<file path="src/rtl/comp_serial_pkg.sv">
// Shared definitions for the serial 2-bit-slice magnitude comparator:
// FSM state encoding and the bit positions of the one-hot result.
package comp_serial_pkg;

  typedef enum logic [1:0] {
    IDLE = 2'd0,
    RUN  = 2'd1,
    DONE = 2'd2
  } state_t;

  localparam int Z_EQ = 2;
  localparam int Z_GT = 1;
  localparam int Z_LT = 0;

  // Index counter width for a given number of 2-bit pairs; never below 1.
  function automatic int idx_width(input int npairs);
    return (npairs > 1) ? $clog2(npairs) : 1;
  endfunction

endpackage

</file>
<file path="src/rtl/comp2bit.sv">
// Combinational 2-bit unsigned comparator producing the one-hot {eq, gt, lt}.
module comp2bit
  import comp_serial_pkg::*;
(
  input  logic [1:0] a,
  input  logic [1:0] b,
  output logic [2:0] z
);

  always_comb begin
    z       = '0;
    z[Z_EQ] = (a == b);
    z[Z_GT] = (a > b);
    z[Z_LT] = (a < b);
  end

endmodule

</file>
<file path="src/rtl/comp_serial.sv">
// Serial unsigned comparator: walks the operands one 2-bit pair per cycle,
// MSB pair first, and stops at the first pair that differs.
//
// Handshake: start is a request sampled only in IDLE (busy low); the
// accepting edge latches a and b. done is a one-cycle pulse while busy is
// still high, and z holds its one-hot result until the next accepted start.
module comp_serial
  import comp_serial_pkg::*;
#(
  parameter int WIDTH = 8
) (
  input  logic             clk,
  input  logic             rst,
  input  logic             start,
  input  logic [WIDTH-1:0] a,
  input  logic [WIDTH-1:0] b,
  output logic             busy,
  output logic             done,
  output logic [2:0]       z
);

  localparam int NPAIRS = WIDTH / 2;
  localparam int IDXW   = idx_width(NPAIRS);
  localparam logic [IDXW-1:0] IDX_TOP = IDXW'(NPAIRS - 1);

  state_t           state;
  state_t           state_nxt;
  logic [WIDTH-1:0] a_q;
  logic [WIDTH-1:0] b_q;
  logic [IDXW-1:0]  idx;
  logic [1:0]       sa;
  logic [1:0]       sb;
  logic [2:0]       cmp;
  logic             last_pair;
  logic             resolved;

  // Select the pair addressed by idx from the latched operands.
  always_comb begin
    sa = '0;
    sb = '0;
    for (int i = 0; i < NPAIRS; i++) begin
      if (idx == IDXW'(i)) begin
        sa = a_q[2*i +: 2];
        sb = b_q[2*i +: 2];
      end
    end
  end

  comp2bit u_comp2bit (
    .a (sa),
    .b (sb),
    .z (cmp)
  );

  assign last_pair = (idx == '0);
  assign resolved  = !cmp[Z_EQ] || last_pair;

  always_ff @(posedge clk) begin
    if (rst) state <= IDLE;
    else     state <= state_nxt;
  end

  always_comb begin
    state_nxt = state;
    case (state)
      IDLE:    if (start) state_nxt = RUN;
      RUN:     if (resolved) state_nxt = DONE;
      DONE:    state_nxt = IDLE;
      default: state_nxt = IDLE;
    endcase
  end

  // Outputs depend on state only, so nothing on a, b or start reaches them.
  always_comb begin
    busy = (state != IDLE);
    done = (state == DONE);
  end

  always_ff @(posedge clk) begin
    if (rst) begin
      a_q <= '0;
      b_q <= '0;
      idx <= '0;
      z   <= '0;
    end else begin
      case (state)
        IDLE: begin
          if (start) begin
            a_q <= a;
            b_q <= b;
            idx <= IDX_TOP;
            z   <= '0;
          end
        end
        RUN: begin
          // An equal LSB pair yields cmp = 100, which is the all-equal result.
          if (resolved) z <= cmp;
          else          idx <= idx - 1'b1;
        end
        default: ;
      endcase
    end
  end

endmodule

</file>
<file path="config.mk">
export PLATFORM = sky130hd
export DESIGN_NAME = comp_serial
export DESIGN_NICKNAME = d
export VERILOG_FILES = /design/src/rtl/comp_serial_pkg.sv /design/src/rtl/comp2bit.sv /design/src/rtl/comp_serial.sv
export SDC_FILE = /design/constraint.sdc
export NUM_CORES = 1
export LEC_CHECK = 0
export ABC_AREA = 1
export CAP_MARGIN = 20
export CELL_PAD_IN_SITES_DETAIL_PLACEMENT = 0
export CELL_PAD_IN_SITES_GLOBAL_PLACEMENT = 1
export CORE_ASPECT_RATIO = 0.6
export CORE_MARGIN = 2
export CORE_UTILIZATION = 35
export DETAILED_ROUTE_END_ITERATION = 8
export PLACE_DENSITY = 0.88
export SETUP_SLACK_MARGIN = 0.02
export SLEW_MARGIN = 20
export SYNTH_ARGS = -nofsm -noshare
export SYNTH_HDL_FRONTEND = slang
export SYNTH_SLANG_ARGS = --single-unit
</file>
<file path="constraint.sdc">
create_clock -name clk -period 2.2 [get_ports clk]
set_input_delay 0.22 -clock clk [delete_from_list [all_inputs] [get_ports clk]]
set_output_delay 0.22 -clock clk [all_outputs]
set_load 0.03 [all_outputs]
</file>
==> results of run 1 <==
state kept, by name (all words and copies together) (netlist names):
signal	cells
a_q	8
b_q	8
idx	2
state	2
z	3
repair_timing:
| action | 4_1_cts | 5_1_grt |
|---|---|---|
| pin swaps | 0 | 1 |
| resized for setup | 1 | 8 |
| hold buffers | 0 | 0 |
| gates cloned | 0 | 0 |
| endpoints found under the setup margin | 1 | 5 |
per-layer routing:
metal / part of all wire [%] / track usage (%) / vias to the layer above
met3: 7.1 / 5.849 / 4
li1: - / - / 526
met5: 0 / 0 / -
met2: 39 / 20.35 / 20
met1: 52 / 21.81 / 454
met4: 0.85 / 3.273 / 0
kinds of logic after synthesis:
group           synth area share (%)
fa+ha+maj                      6.810
buf+inv                        8.172
simple gates                   30.08
flops                          41.77
compound gates                 13.17
synth_stat cells:
cell type	n	area, um2
nor2_1	34	127.6
dfxtp_1	23	460.4
nand2_1	20	75.07
o21ai_0	17	85.08
inv_1	11	41.29
nand3_1	11	55.05
nor2_2	9	56.30
a21oi_1	6	30.03
ha_1	6	75.07
a22oi_1	2	15.01
nand2_2	2	12.51
o211ai_1	2	15.01
buf_12	1	20.02
buf_2	1	5.000
buf_6	1	11.26
clkbuf_1	1	3.750
clkinv_4	1	8.760
nor3_1	1	5.000
cell type report:
| cell class | instances | area [um2] |
|---|---|---|
| Timing Repair Buffer | 23 | 230.2 |
| Multi-Input combinational cell | 110 | 565.5 |
| Tap cell | 42 | 52.55 |
| Clock buffer | 3 | 41.29 |
| Sequential cell | 23 | 462.9 |
| Inverter | 12 | 50.05 |
| Fill cell | 294 | 1520 |
| Clock inverter | 1 | 5.005 |
stage by stage:
stage / hold WS [ps] / std cells
finish: 472.1 / 214
global route: 498.2 / 214
detailed placement: 461.1 / 210
global placement: 453.2 / 210
floorplan: 289.1 / 149
CTS: 476.4 / 214
worst min-delay path, cell delays in order, from the launching register on:
cell     delay, ps
dfxtp_1        310
nand2_1         60
a21oi_1         60
power groups by stage:
stage | logic, uW | clock network, uW | registers (uW)
6_report | 349 | 266 | 501
5_1_grt | 397 | 292 | 508
4_1_cts | 335 | 275 | 500
3_5_place_dp | 331 | 0 | 510
3_3_place_gp | 325 | 0 | 508
2_1_floorplan | 241 | 0 | 509
final timing paths:
check,startpoint,endpoint,cells past startpoint
hold reg to reg,z[1],z[1],2
setup reg to reg,idx[0],z[2],13
hold / removal,z[1],z[1],2
setup / recovery,idx[0],z[2],13
==> impl_metrics.json, run 1 <==
{
  "drt-initial-drc-count": 40,
  "numCtsBuffers": 3,
  "layout_common_cells": "nor2_1 (33), clkdlybuf4s50_1 (23), dfxtp_1 (21)",
  "pin_count": 24,
  "period_minus_slack_ps": 2003,
  "ys_ff_latch": 23,
  "cts-root-buf": "clkbuf_8",
  "totalPowerFinal_uw": 1116,
  "wl_per_cell_um": 11.54,
  "htreeDepth": 1,
  "via_per_inst": 4.692,
  "syn_inst": 149,
  "clkSinkCount": 23,
  "timing.fmax_mhz": 499.2,
  "postCtsSetupBuffers": 0,
  "seq_area_frac_synth_pct": 41.77,
  "p_per_area_nw_per_um2": 792.9,
  "crit_family": "simple AND/OR/NAND/NOR gates",
  "hold_viol": 0,
  "holdCritPathClass": "register to register",
  "fin_skew_ps": 4.423,
  "arrival_ps": 2200,
  "die_area_um2": 3629,
  "antennaDiodeCount": 0,
  "cpMostUsedCell": "nand2_1",
  "clkLatencyLatePin_ps": 270,
  "die_y_um": 47.47,
  "drive_above_1_share_pct": 14.53,
  "finish.utilization_pct": 48.08,
  "worst_slack_ps": 196.8,
  "slowest_delay_ps": 360,
  "post-place-ws_ps": 15.54,
  "gp_congestion": 0.7922,
  "drt_wl_total_um": 2470,
  "syn_avg_cell_area_um2": 7.398,
  "worst-r2r-setup-slack_ps": 200,
  "rsz0062_at_grt": "false",
  "nNetsFinal": 198,
  "coreArea_um2": 2928,
  "grt.total_usage_pct": 14.86,
  "cp-end-kind": "register",
  "pwr-share-comb_pct": 31.2,
  "timing.setup.tns_ps": 0,
  "antenna_found_initial": 0,
  "critPathLaunchType": "register",
  "swShare_pct": 33.95,
  "p_seq_share_pct": 44.9,
  "path_clk_slew_ps": 80,
  "worstPathRequired_ps": 2400,
  "drtAntennaViolNets": 0,
  "path_max_fanout": 7,
  "final-max-slew-violation-count": 0,
  "tritoncts": "yes",
  "vdd_drop_max_mv": 0.2799,
  "cap_viol_max_count": 0,
  "grt_pass1_wl_um": 4098,
  "slew_headroom_pct": 69.64,
  "worst_slew_pin_slew_ps": 454.9,
  "final_area_um2": 1408,
  "yosysUniqueCellTypes": 18,
  "placed_area_um2": 1345,
  "clock_path_buffers": 2,
  "syn-cell-area_um2": 1102,
  "core.rowCount": 15,
  "switching_power_uw": 379.0,
  "timing.critical_path.cells": "inv_1, ha_2, inv_2, nand3_1, o211ai_1, nand2_1, ha_1, nand2_1, nor2_2, nand2_2, nand2_2, nand2_1, a21oi_2",
  "grt_max_degree": 21,
  "p_clk_share_pct": 23.9,
  "dpl.hpwl_um": 1830,
  "grt-ovfl-total": 0,
  "crit_buf_inv": 2,
  "min_period_over_period_pct": 91.06,
  "synthToLayoutAreaGrowth_pct": 27.70,
  "final_common_cell": "nor2_1",
  "status": "completed",
  "leakage_uw": 0.0005930,
  "place.port_buffers": 23,
  "yosysWarnings": 0,
  "grt_pass1_vias": 884,
  "setup_viol": 0,
  "p_int_uw": 737.1,
  "dr.pass1.iters": 4,
  "slowest_stage": "dfxtp_2",
  "worstSetupPathType": "register to register",
  "drc": 0,
  "start_util_pct": 37.65,
  "synth_fp_nets": 174,
  "die_x_um": 76.45,
  "vias": 1004
}
Power figures use the tool's default switching activity.
==> run 2, diff against run 1 <==
Settings changed: CAP_MARGIN 20 to default.
==> results of run 2 <==
The final DEF is identical to that of run 1; final timing and power are the same.
